$ cat config.mk
export PLATFORM = sky130hd
export DESIGN_NAME = core_mem_arbiter
export DESIGN_NICKNAME = d
export VERILOG_FILES = /design/src/rtl/core_mem_arbiter.sv
export SDC_FILE = /design/constraint.sdc
export NUM_CORES = 1
export LEC_CHECK = 0
export CAP_MARGIN = 20
export CORE_MARGIN = 2
export CORE_UTILIZATION = 56
export CTS_BUF_LIST = sky130_fd_sc_hd__clkbuf_8
export CTS_CLUSTER_SIZE = 40
export DETAILED_ROUTE_END_ITERATION = 7
export GPL_ROUTABILITY_DRIVEN = 0
export GPL_TIMING_DRIVEN = 0
export HOLD_SLACK_MARGIN = 0.08
export PLACE_DENSITY = 0.95
export SYNTH_ARGS = -nofsm -noshare
export SYNTH_HDL_FRONTEND = slang
export SYNTH_SLANG_ARGS = --single-unit
$ cat constraint.sdc
create_clock -name clk -period 16.35 [get_ports clk]
set_input_delay 3.27 -clock clk [delete_from_list [all_inputs] [get_ports clk]]
set_output_delay 3.27 -clock clk [all_outputs]
set_load 0.01 [all_outputs]
$ cat src/rtl/core_mem_arbiter.sv
// core_mem_arbiter
//
// Shares one single-ported memory among NUM_CORES cores. Every one-cycle read
// or store pulse from a core is captured into that core's pending read slot
// or pending write slot. Pending work is served round-robin, one transaction
// at a time, over a req/ack handshake. Read data goes back to the requesting
// core together with a one-cycle ready pulse.
//
// Ports:
//   clk, rst         system clock (rising edge), asynchronous active-high reset
//   core_rd_req      per-core read pulse
//   core_rd_addr     per-core read address, core i at [i*ADDR_W +: ADDR_W]
//   core_rd_ready    one-cycle read-complete pulse, at most one bit set
//   core_rd_data     read data, held until the next read completion
//   core_wr_req      per-core store pulse
//   core_wr_addr     per-core store address
//   core_wr_data     per-core store data
//   mem_req          memory request, held until mem_ack
//   mem_we           1 = write, 0 = read
//   mem_addr         memory address
//   mem_wdata        memory write data
//   mem_ack          memory completion (read data valid in the same cycle)
//   mem_rdata        memory read data
//   wr_overflow      sticky per-core flag: a store was dropped because the
//                    write slot was still full

module core_mem_arbiter #(
    parameter int NUM_CORES = 4,
    parameter int ADDR_W    = 16,
    parameter int DATA_W    = 16
) (
    input  logic                        clk,
    input  logic                        rst,
    input  logic [NUM_CORES-1:0]        core_rd_req,
    input  logic [NUM_CORES*ADDR_W-1:0] core_rd_addr,
    output logic [NUM_CORES-1:0]        core_rd_ready,
    output logic [DATA_W-1:0]           core_rd_data,
    input  logic [NUM_CORES-1:0]        core_wr_req,
    input  logic [NUM_CORES*ADDR_W-1:0] core_wr_addr,
    input  logic [NUM_CORES*DATA_W-1:0] core_wr_data,
    output logic                        mem_req,
    output logic                        mem_we,
    output logic [ADDR_W-1:0]           mem_addr,
    output logic [DATA_W-1:0]           mem_wdata,
    input  logic                        mem_ack,
    input  logic [DATA_W-1:0]           mem_rdata,
    output logic [NUM_CORES-1:0]        wr_overflow
);

    localparam int PTR_W = (NUM_CORES > 1) ? $clog2(NUM_CORES) : 1;
    // One extra bit so rr_ptr + offset can exceed NUM_CORES before wrapping.
    localparam logic [PTR_W:0] NC = (PTR_W + 1)'(NUM_CORES);

    typedef enum logic {
        IDLE,
        BUSY
    } state_t;

    state_t                 state_q, state_d;
    logic [NUM_CORES-1:0]   rd_pend_q, rd_pend_d;
    logic [NUM_CORES-1:0]   wr_pend_q, wr_pend_d;
    logic [NUM_CORES-1:0]   wr_overflow_q, wr_overflow_d;
    logic [NUM_CORES-1:0]   core_rd_ready_q, core_rd_ready_d;
    logic [ADDR_W-1:0]      rd_addr_q [NUM_CORES];
    logic [ADDR_W-1:0]      rd_addr_d [NUM_CORES];
    logic [ADDR_W-1:0]      wr_addr_q [NUM_CORES];
    logic [ADDR_W-1:0]      wr_addr_d [NUM_CORES];
    logic [DATA_W-1:0]      wr_data_q [NUM_CORES];
    logic [DATA_W-1:0]      wr_data_d [NUM_CORES];
    logic [PTR_W-1:0]       rr_ptr_q, rr_ptr_d;
    logic [PTR_W-1:0]       grant_q, grant_d;
    logic                   mem_req_q, mem_req_d;
    logic                   mem_we_q, mem_we_d;
    logic [ADDR_W-1:0]      mem_addr_q, mem_addr_d;
    logic [DATA_W-1:0]      mem_wdata_q, mem_wdata_d;
    logic [DATA_W-1:0]      core_rd_data_q, core_rd_data_d;

    logic [NUM_CORES-1:0]   eligible;
    logic [NUM_CORES-1:0]   wr_retire;
    logic [PTR_W:0]         idx;
    logic [PTR_W-1:0]       gnt;
    logic                   found;

    // Next-state logic. Retirement is applied before capture so that a pulse
    // landing in the same cycle its slot retires leaves the slot pending.
    // Grants only look at registered slots, so a pulse is never granted in
    // the cycle it is captured.
    always_comb begin
        state_d         = state_q;
        rd_pend_d       = rd_pend_q;
        wr_pend_d       = wr_pend_q;
        wr_overflow_d   = wr_overflow_q;
        core_rd_ready_d = '0;
        rd_addr_d       = rd_addr_q;
        wr_addr_d       = wr_addr_q;
        wr_data_d       = wr_data_q;
        rr_ptr_d        = rr_ptr_q;
        grant_d         = grant_q;
        mem_req_d       = mem_req_q;
        mem_we_d        = mem_we_q;
        mem_addr_d      = mem_addr_q;
        mem_wdata_d     = mem_wdata_q;
        core_rd_data_d  = core_rd_data_q;
        eligible        = rd_pend_q | wr_pend_q;
        wr_retire       = '0;
        idx             = '0;
        gnt             = '0;
        found           = 1'b0;

        case (state_q)
            IDLE: begin
                for (int off = 0; off < NUM_CORES; off++) begin
                    idx = {1'b0, rr_ptr_q} + (PTR_W + 1)'(off);
                    if (idx >= NC) begin
                        idx = idx - NC;
                    end
                    if (!found && eligible[idx[PTR_W-1:0]]) begin
                        found = 1'b1;
                        gnt   = idx[PTR_W-1:0];
                    end
                end
                if (found) begin
                    state_d   = BUSY;
                    mem_req_d = 1'b1;
                    grant_d   = gnt;
                    if ({1'b0, gnt} == NC - 1'b1) begin
                        rr_ptr_d = '0;
                    end else begin
                        rr_ptr_d = gnt + 1'b1;
                    end
                    // A pending store goes ahead of the same core's read.
                    if (wr_pend_q[gnt]) begin
                        mem_we_d    = 1'b1;
                        mem_addr_d  = wr_addr_q[gnt];
                        mem_wdata_d = wr_data_q[gnt];
                    end else begin
                        mem_we_d    = 1'b0;
                        mem_addr_d  = rd_addr_q[gnt];
                    end
                end
            end
            BUSY: begin
                if (mem_ack) begin
                    state_d   = IDLE;
                    mem_req_d = 1'b0;
                    if (mem_we_q) begin
                        wr_pend_d[grant_q] = 1'b0;
                        wr_retire[grant_q] = 1'b1;
                    end else begin
                        rd_pend_d[grant_q]       = 1'b0;
                        core_rd_data_d           = mem_rdata;
                        core_rd_ready_d[grant_q] = 1'b1;
                    end
                end
            end
            default: state_d = IDLE;
        endcase

        for (int i = 0; i < NUM_CORES; i++) begin
            if (core_rd_req[i]) begin
                rd_pend_d[i] = 1'b1;
                rd_addr_d[i] = core_rd_addr[i*ADDR_W +: ADDR_W];
            end
            if (core_wr_req[i]) begin
                // Cores cannot stall on stores, so a store into a still-full
                // slot is lost; the sticky flag records that it happened.
                if (wr_pend_q[i] && !wr_retire[i]) begin
                    wr_overflow_d[i] = 1'b1;
                end else begin
                    wr_pend_d[i] = 1'b1;
                    wr_addr_d[i] = core_wr_addr[i*ADDR_W +: ADDR_W];
                    wr_data_d[i] = core_wr_data[i*DATA_W +: DATA_W];
                end
            end
        end
    end

    // State register. Reset discards all pending work and drops mem_req
    // immediately, even in the middle of a transaction.
    always_ff @(posedge clk or posedge rst) begin
        if (rst) begin
            state_q         <= IDLE;
            rd_pend_q       <= '0;
            wr_pend_q       <= '0;
            wr_overflow_q   <= '0;
            core_rd_ready_q <= '0;
            rr_ptr_q        <= '0;
            grant_q         <= '0;
            mem_req_q       <= 1'b0;
            mem_we_q        <= 1'b0;
            mem_addr_q      <= '0;
            mem_wdata_q     <= '0;
            core_rd_data_q  <= '0;
            for (int i = 0; i < NUM_CORES; i++) begin
                rd_addr_q[i] <= '0;
                wr_addr_q[i] <= '0;
                wr_data_q[i] <= '0;
            end
        end else begin
            state_q         <= state_d;
            rd_pend_q       <= rd_pend_d;
            wr_pend_q       <= wr_pend_d;
            wr_overflow_q   <= wr_overflow_d;
            core_rd_ready_q <= core_rd_ready_d;
            rr_ptr_q        <= rr_ptr_d;
            grant_q         <= grant_d;
            mem_req_q       <= mem_req_d;
            mem_we_q        <= mem_we_d;
            mem_addr_q      <= mem_addr_d;
            mem_wdata_q     <= mem_wdata_d;
            core_rd_data_q  <= core_rd_data_d;
            rd_addr_q       <= rd_addr_d;
            wr_addr_q       <= wr_addr_d;
            wr_data_q       <= wr_data_d;
        end
    end

    assign mem_req       = mem_req_q;
    assign mem_we        = mem_we_q;
    assign mem_addr      = mem_addr_q;
    assign mem_wdata     = mem_wdata_q;
    assign core_rd_ready = core_rd_ready_q;
    assign core_rd_data  = core_rd_data_q;
    assign wr_overflow   = wr_overflow_q;

endmodule
# Yosys cells after proc, flatten, opt, wreduce, memory -nomap -nowiden
# Index checks and enable logic that the tools add are counted.
# word_totals
register_bits	263
inputBits	219
output_inout_bits	58
elab_cells	182
# classes
n_reduce_logical	39
mux	75
bitwise_logic	11
add_sub_neg	8
n_eq_ne	7
magnitude_cmp	12
# ops
operator	n
16-bit 2-to-1 mux	7
16-bit binary-select mux with 2-bit select	3
4-bit 2-to-1 mux	12
1-bit 2-to-1 mux	31
2-bit 2-to-1 mux	14
2-bit AND reduction	10
2-bit by 3-bit < comparator with 1-bit output, second input constant	6
3-bit AND reduction	6
2-bit nonzero test	8
3-bit >= comparator, second input constant	4
2-bit inequality test, second input constant	6
1-bit binary-select mux with 2-bit select	5
4-bit bitwise AND	2
1-bit logical AND	8
2-bit by 1-bit subtractor with 2-bit output, second input constant	4
1-bit logical NOT	7
2-bit by 2-bit adder with 3-bit output, second input constant	2
1-bit NOT	6
4-bit NOT	1
4-bit OR	1
1-bit one-hot mux with 2 select lines	2
2-bit by 1-bit adder with 3-bit output, second input constant	1
2-bit by 3-bit >= comparator with 1-bit output, second input constant	1
2-bit NOT with 3-bit output	1
other kinds (4)	4

# Longest topological paths before layout
# Gate-level depths: netlist of run 1.
# depth
depth_word	24
mapped_depth	10
ltp_nobuf	6

# Worst setup path after synthesis of run 1
# No wires, ideal clock.
# synth_path
path_kind	input to register
start	input mem_ack
end	register wr_addr_q[32] (netlist bit)
required_time_ns	16.225
setup_time_ns	0.125
setup_slack_ns	11.826
arrival_time_ns	4.400
n_path_buf	1
cell_stages	7
cell_sequence	nand3_1 > nor2_1 > nand2_1 > nand2_1 > nand2_1 > buf_1 > mux2_2
# synth_between
elab_chain_cells	6
# synth_rtl
element	line_no	text
start, declared	45	input logic mem_ack,
4-bit 2-to-1 mux	143	if (mem_ack) begin
4-bit 2-to-1 mux	110	case (state_q)
1-bit logical NOT	167	if (wr_pend_q[i] && !wr_retire[i]) begin
1-bit logical AND	167	
1-bit NOT (no line)	--	
2-bit AND reduction (no line)	--	
end signal, assigned	213	wr_addr_q <= wr_addr_d;
end, declared	66	logic [ADDR_W-1:0] wr_addr_q [NUM_CORES];
# Every way passes these cells.
# A chain may end at the register's enable or synchronous reset.

# Final worst setup path of run 1
# layout_path
start	input mem_ack
end	register wr_data_q[50] (netlist bit)
# layout_between
elab_chain_cells	6
# layout_rtl
element	line_no	text
4-bit 2-to-1 mux	143	
4-bit 2-to-1 mux	110	
1-bit logical NOT	167	
1-bit logical AND	167	
1-bit NOT (no line)	--	
2-bit AND reduction (no line)	--	
end signal, assigned	214	wr_data_q <= wr_data_d;
end, declared	68	logic [DATA_W-1:0] wr_data_q [NUM_CORES];
# Every way passes these cells.

==> results summary, run 1 <==
The sequential fraction of the synthesis area is between 50% and 60%. The maximum clock frequency came out at 195 MHz. The later pin in the worst-skew pair is clocked with a latency of 0.54 ns. The post-cts hold buffer count is 0. After the last flow step, the layout net total stands at between 1,000 and 1,500. The final antenna-violating net count is 0.

The power density of the placed cells is 158 nW/µm². The tightest min-delay check is of the flip-flop to flip-flop type. The clock transition time at the flip-flop clock pins of the worst setup and hold paths came out at 0.06 ns.

The chip height came out at 147 µm. The starting utilization of the core area is 56.9%. The clock power share came out at 22.6%. The die area is 21,700 µm². The total negative slack for setup checks is 0 ns.

After global routing, the most crowded layer is met2. The total of max-cap violations came out at 0. The final-layout fill cell count came out at 1,241.

Setup repair after global routing left no endpoint under its margin. In this run the critical register-to-register path is launched from wr_pend_q[2]. The count of port buffers added during placement came out at 272. With fillers left out, the area of the finished cells amounts to about 15,000 µm². The clock tree from TritonCTS is yes.

The worst slew margin relative to its limit came out at 43.0%. The mean instance size in the synthesized netlist is 13.9 µm². The slew at the pin with the worst max-slew slack is 0.856 ns. Summed over all instances, the cell type with the most area after synthesis is dfrtp_1. The number of remaining DRC errors is 0. The worst-case vdd ir drop is 0.0892 mV. The switching share of power is 30.9%. The arrival time of the worst setup path came out at 5.54 ns. The total number of H-tree levels came out at 2.

The share of layout cells above drive strength 1 is 27.3%. The pin count of the biggest net entering global routing came out at 116. The internal power contribution came out at 0.00169 W.

The post-route clock period utilization is a little under a third. The total grt overflow is 0. The shortest clock period the worst path allows after layout is 5.13 ns.

The number of failing hold endpoints at the final stage came out at 0. The number of synthesized register bits came out at 263. The flow ran to the end, and the final reports show no timing, DRC or antenna violations. The post-detailed-route via-to-cell ratio came out at ~5.7. The maximum buffer depth of the clock tree is 3. By area the synthesized netlist is led by dfrtp_1 (57%), mux2_2 (23%), mux2i_1 (7.0%). After legalization and detailed placement, the total HPWL measured 22,900 µm. The clock tree root buffer cell is clkbuf_8.

The switching power of the nets came out at 0.000755 W. The total power consumption of the routed design is between 0.002 and 0.0025 W. The biggest fanout along the worst timing path is 10. The number of post-CTS setup repair buffers came out at 0. The number of violations reported at the end of detailed-routing iteration 0 is 361.

The detailed-routing iteration count for the pre-antenna-repair pass is 4. The required time at the worst-slack endpoint is 16.76 ns. The type of element launching the critical path is a primary input. The fraction of synthesized cell area taken by the top area cell type is 57.2%. The start point of the critical path is mem_ack.

Global routing consumed, on the met2 layer, ~50% of the routing resources. The quantity of gates resized following cts is 0. The final setup slack of the worst path came out at 11.22 ns. Across every metal layer, demand over resource in global routing totals 29.5%. The first global-routing pass estimated 49,000 µm of wire. The floorplan has 52 rows.

The number of clock buffers inserted by TritonCTS came out at 44. The number of antenna violations at the first check in global routing is 4. The worst hold path begins at wr_overflow[2].

The count of yosys warnings during synthesis is 0. Synthesis handed over a netlist of ~830 instances. In the global route stage, met1 resource usage came out at between 30% and 40%.

The pre-CTS setup slack is ~11 ns. The routed via count came out at 8,202. In this run the static leakage power is 6.88 nW. The number of global-route vias before repair is 9,192. The count of pins over their slew limit came to 0. The cell area after technology mapping came out at ~12,000 µm². In the global route stage, met3 resource usage came out at 6.65%. The logic gate share of total power is 34.9%. The CTS sink count came out at 263. The I/O pin count came out at 277.

The total wire length is 31,600 µm. After detailed placement, the total cell area comes to about 15,000 µm². The largest clock skew in the final design came out at 0.0265 ns. The distinct cell type count after synthesis is 35. In the layout the commonest cells are clkdlybuf4s50_1 (272), dfrtp_1 (263), mux2_2 (232).

The area growth from synthesis to layout is 34.4%. Setup violations remaining at the end of the flow were counted as 0. Leaving out fill and tap cells, the most frequent cell in the layout is clkdlybuf4s50_1.

STA classifies the critical path endpoint as a flip-flop. The die extent in x is 147 µm. The fraction of power consumed by sequential logic is between 40% and 50%. The number of nets handed over by synthesis was 1,047.

After detailed routing, the average wire length per cell comes to around 22 µm. The core box area is ~20,000 µm². The category of the critical setup timing path is primary input to flip-flop.
-- routing by layer --
layer | up-vias | wire [µm]
met2 | 331 | 15600
met1 | 4134 | 12200
met5 | - | 0
met3 | 102 | 2270
li1 | 3635 | -
met4 | 0 | 1460
-- sequential cells by signal, indices dropped and copies added, names as in the netlist --
register / cells
mem_addr: 16
wr_addr_q: 64
mem_we: 1
mem_wdata: 16
wr_overflow: 4
core_rd_data: 16
rr_ptr_q: 2
rd_addr_q: 64
wr_pend_q: 4
state_q: 1
grant_q: 2
rd_pend_q: 4
core_rd_ready: 4
mem_req: 1
wr_data_q: 64
-- synthesized netlist by cell type --
master,instances
o21ai_2,1
nand4_1,1
nand3_1,2
a211oi_2,1
mux2_4,9
buf_1,16
o21a_1,1
xnor2_1,1
a211o_1,16
o211ai_1,16
nor3b_1,2
or2_1,1
inv_1,8
o31ai_1,1
nor3_1,3
buf_4,3
a31oi_1,16
o21ai_0,7
mux2_2,232
nand2_1,27
buf_2,10
a211oi_1,17
nand2b_1,7
o22a_1,2
mux2i_1,81
o31a_1,1
clkbuf_1,23
nor2_1,27
a31o_2,1
a21oi_1,6
nor2b_1,17
nor2_4,1
dfrtp_1,263
buf_6,3
o21bai_1,5
-- path summary, 6_finish.rpt --
path,slack [ns],endpoint,cells after the start
max,11.22,wr_data_q[50],6
min,0.48,wr_overflow[2],1
max reg2reg,13.69,mem_addr[9],10
min reg2reg,0.48,wr_overflow[2],1
max in group asynchronous,11.88,rd_addr_q[38],4
min in group asynchronous,3.15,wr_addr_q[18],2
-- power groups by stage --
stage,clock network [W],registers [W],logic [W]
detailed placement,0,0.00104,0.000848
finish,0.000553,0.00104,0.000853
CTS,0.000561,0.00103,0.000857
global route,0.000595,0.00106,0.000912
floorplan,0,0.00103,0.000505
global placement,0,0.00102,0.000816
-- worst max-delay path: stages --
cell and delay, ns:
clkdlybuf4s50_1 0.53, nand3_1 0.16, o31ai_1 0.43, nand2_1 0.33, buf_1 0.42, mux2_2 0.39
-- stage by stage --
stage	hold WS, ns	utilization [%]	instances
3_5_place_dp	0.461	72.3	1372
5_1_grt	0.508	76.4	1446
4_1_cts	0.483	76.4	1444
2_1_floorplan	0.473	-	828
3_3_place_gp	0.460	72.0	1370
6_report	0.482	76.5	1448
-- logic make-up (layout without fill, tap and decap cells) --
family | count (synthesis) | count (layout) | synth area share (%)
mux | 322 | 322 | 30.9
xor+xnor | 1 | 1 | 0.0761
simple gates | 88 | 88 | 3.62
buf+inv | 63 | 409 | 2.46
compound gates | 91 | 91 | 5.75
flops | 263 | 263 | 57.2
other cells | 0 | 4 | 0
-- area by class of cell --
| class | count | area (µm²) | area share [%] |
|---|---|---|---|
| Tap cell | 270 | 338 | 2.18 |
| Buffer | 55 | 253 | 1.63 |
| Sequential cell | 263 | 6580 | 42.5 |
| Multi-Input combinational cell | 502 | 4650 | 30.0 |
| Clock inverter | 20 | 111 | 0.720 |
| Antenna cell | 4 | 10.0 | 0.0647 |
| Clock buffer | 52 | 716 | 4.63 |
| Inverter | 8 | 37.5 | 0.243 |
| Timing Repair Buffer | 274 | 2780 | 18.0 |
No activity file was read; power rests on OpenSTA's default activity.
==> inputs of run 2 (changes only) <==
--- a/config.mk
+++ b/config.mk
@@ -7,14 +7,14 @@
 export LEC_CHECK = 0
 export CAP_MARGIN = 20
 export CORE_MARGIN = 2
-export CORE_UTILIZATION = 56
+export CORE_UTILIZATION = 52
 export CTS_BUF_LIST = sky130_fd_sc_hd__clkbuf_8
 export CTS_CLUSTER_SIZE = 40
 export DETAILED_ROUTE_END_ITERATION = 7
 export GPL_ROUTABILITY_DRIVEN = 0
 export GPL_TIMING_DRIVEN = 0
 export HOLD_SLACK_MARGIN = 0.08
-export PLACE_DENSITY = 0.95
+export PLACE_DENSITY = 0.89
 export SYNTH_ARGS = -nofsm -noshare
 export SYNTH_HDL_FRONTEND = slang
 export SYNTH_SLANG_ARGS = --single-unit
==> constraint.sdc (replaced) <==
create_clock -name clk -period 5.3 [get_ports clk]
set_input_delay 1.06 -clock clk [delete_from_list [all_inputs] [get_ports clk]]
set_output_delay 1.06 -clock clk [all_outputs]
set_load 0.01 [all_outputs]
==> run 2 against run 1 <==
  * Count of clock-buffer cells in the layout up 7
  * Via count down 1.1%
  * Worst hold slack worse by 0.012 ns
  * Sequential share of layout area down 0.30 points
  * Non-clock buffer count up 4
  * First-iteration DRC count up 1.9%
  * Core utilization down 4.8 points
==> results summary, run 2 (synthesis results as in run 1) <==
The run finished with clean final reports. The worst-case vdd ir drop came to 0.275 mV (+210%). The worst hold-check slack is 0.470 ns (-0.0117 ns). The total number of H-tree levels was 2 (unchanged).

The worst register-to-register path begins at wr_pend_q[0]. The logic depth of the worst setup path including buffers came out at 6 (unchanged). The I/O pin count came to 277 (unchanged). The source-to-sink clock delay at the later pin of the worst-skew pair came out at 0.53 ns (about the same). The total wire length is 30,400 µm (-3.6%).

The number of global-route vias before repair came out at 8,746 (-4.9%). The wire length of the first global-routing pass came out at 47,500 µm (-3.2%). The leakage power total is 6.93 nW (+0.60%). The number of remaining DRC errors is 0 (unchanged). The final-report setup violation count is 0 (unchanged). The final-layout fill cell count is 1,502 (+21%). The count of pins over their slew limit is 0 (unchanged). The number of clock buffers inserted by TritonCTS came out at 44 (unchanged). The most common library cell in the layout ignoring fill and taps is clkdlybuf4s50_1. The delay of the slowest cell on the worst path is 0.52 ns (about the same). The final core utilization is 71.6% (-4.8 points). The area added between synthesis and finish is 35.4%. The number of violations reported at the end of detailed-routing iteration 0 came out at 368 (+1.9%). The number of antenna violations at the first check in global routing is 2 (-2).

The largest registers in the layout are rd_addr_q (64), wr_addr_q (64), wr_data_q (64). The slowest cell on the critical path is clkdlybuf4s50_1. The die area came to 23,300 µm² (+7.5%). Among cell families on the critical path, the largest total delay comes from buffers and inverters. STA classifies the critical path endpoint as a flip-flop. The switching share of power is 30.2% (-0.71 points).

The post-cts hold buffer count came to 0 (unchanged). The routed via count came out at 8,112 (-1.1%). The detailed-routing iteration count for the pre-antenna-repair pass is 5 (+1).

In the layout the commonest cells are clkdlybuf4s50_1 (272), dfrtp_1 (263), mux2_2 (232). The internal power contribution came out at 0.00527 W (+210%). The die extent in x is 153 µm (+3.7%). The biggest fanout along the worst timing path is 10 (unchanged). The clock transition time at the flip-flop clock pins of the worst setup and hold paths is 0.06 ns (about the same). The final setup slack of the worst path came out at 2.39 ns (-8.83 ns).

The global routing usage summed across all routing layers is 26.0% (-3.4 points). The start point of the critical path is mem_ack. The largest clock skew in the final design came out at 0.0204 ns (-0.00605 ns). The post-route clock period utilization is 54.8%.

The number of standard-cell rows in the floorplan is 54 (+3.8%). The logic gate share of total power is 34.6% (-0.3 points). The setup path with the least slack is of type primary input to flip-flop. The capture point of the critical path is wr_data_q[53]. Setup repair after global routing left no endpoint under its margin. The power density of the placed cells is 484 nW/µm² (+210%). The maximum buffer depth of the clock tree came out at 3 (unchanged). The final antenna-violating net count came to 0 (unchanged). The critical path buffer and inverter count came out at 2 (unchanged). The clock power share is 23.3% (+0.7 points).

The total negative slack for setup checks is 0 ns (unchanged). The count of port buffers added during placement came out at 272 (unchanged). The number of nets in the layout is 1,371 (+0.29%).

The quantity of gates resized following cts is 0 (unchanged). The total of max-cap violations came out at 0 (unchanged). The required time at the worst-slack endpoint came out at 5.70 ns (-11.06 ns). The number of post-CTS setup repair buffers is 0 (unchanged). The tightest min-delay check is of the flip-flop to flip-flop type. In this run the clock root is driven by a clkbuf_8. The starting utilization of the core area was 52.9% (-4.0 points). The shortest clock period the worst path allows after layout came out at 2.91 ns. The share of layout cells above drive strength 1 came out at 27.9% (+0.56 points). The maximum clock frequency came out at 344 MHz.

The core box area was 21,800 µm² (+7.5%). The post-detailed-route via-to-cell ratio came to 5.56 (-1.9%). The total grt overflow was 0 (unchanged). The per-cell routed wire length came to 20.8 µm (-4.4%). The worst-case register-to-register setup slack came out at 2.72 ns (-10.97 ns).

The number of failing hold endpoints at the final stage came to 0 (unchanged). The area of combinational cells with multiple inputs is 4650 µm² (unchanged). The pin count of the biggest net entering global routing came to 44 (-62%). Walking the worst path, the cells encountered are clkdlybuf4s50_1 > nand3_1 > o31ai_1 > nand2_1 > buf_1 > mux2_2. TritonCTS built the clock tree. The chip height came out at 153 µm (+3.7%). The number of cells traversed by the worst register-to-register path came to 10 (unchanged). The arrival time of the worst setup path is 3.31 ns (-2.23 ns). The area taken by flip-flops and latches came to 6580 µm² (unchanged). The fraction of power consumed by sequential logic is 42.1% (-0.4 points).

The pre-CTS setup slack is 1.87 ns (-8.85 ns). The CTS sink count came out at 263 (unchanged). The final instance area came out at 15,600 µm² (+0.70%). The switching power of the nets came out at 0.00228 W (+200%). The end of the worst register-to-register path is mem_addr[10]. The post-detailed-placement cell area came out at 14,700 µm² (+0.50%). The detailed placer's ending HPWL came out at 22,800 µm (-0.21%).

The worst setup path is launched from a primary input. The worst slew margin relative to its limit came to 37.3% (-5.7 points). The slew at the pin with the worst max-slew slack came to 0.939 ns (+0.0832 ns).
-- run 2: changes by cell type in the layout (fill, tap and decap cells not counted) --
cell,before,now
inv_8,1,0
bufinv_16,1,0
inv_1,22,19
clkinv_2,2,1
diode_2,4,1
clkbuf_8,52,59
buf_16,2,0
buf_12,0,6
-- run 2: how the worst min path moves through the flow --
stage / start / to / slack, ns / cells past startpoint
finish: wr_overflow[1] / wr_overflow[1] / 0.47 / 1
global route: wr_overflow[1] / wr_overflow[1] / 0.48 / 1
floorplan: rd_addr_q[57] / rd_addr_q[57] / 0.47 / 1
CTS: wr_overflow[1] / wr_overflow[1] / 0.47 / 1
global placement: wr_overflow[1] / wr_overflow[1] / 0.45 / 1
detailed placement: wr_overflow[1] / wr_overflow[1] / 0.46 / 1
-- run 2: routing by layer --
layer	vias up	wire length [µm]	global-route usage, %
li1	3638	-	-
met1	4124	12500	32.8
met2	278	15100	44.2
met3	70	1780	6.06
met4	2	1040	9.39
met5	-	11	0
-- run 2: layout make-up --
class                   instances  share of cell area (%)
flip-flops and latches        263                    42.2
diodes                          1                  0.0161
clock inverters                14                   0.369
inverters                       8                   0.217
clock buffers                  59                    5.21
multi-input cells             502                    29.8
well taps                     280                    2.25
plain buffers                  55                    1.62
repair buffers                278                    18.2
-- run 2: worst reg2reg max path: stages (launching register included) --
cell and delay, ns:
dfrtp_1 0.38, buf_6 0.15, nor3_1 0.22, a211oi_1 0.12, a211oi_2 0.18, buf_4 0.22
buf_2 0.36, clkbuf_1 0.44, nand2_1 0.10, o211ai_1 0.14, a31oi_1 0.12
-- run 2: power groups by stage --
stage | Combinational, W | Sequential [W] | Clock (W)
5_1_grt | 0.00281 | 0.00326 | 0.00189
4_1_cts | 0.00264 | 0.00316 | 0.00179
3_3_place_gp | 0.00253 | 0.00314 | 0
2_1_floorplan | 0.00156 | 0.00317 | 0
3_5_place_dp | 0.00263 | 0.00319 | 0
6_report | 0.00261 | 0.00317 | 0.00176
-- run 2: stage by stage --
step | cells | power, W
after floorplan | 828 | 0.00473
after global placement | 1380 | 0.00568
after detailed placement | 1386 | 0.00581
after CTS | 1459 | 0.00759
after global routing | 1460 | 0.00795
final | 1460 | 0.00754
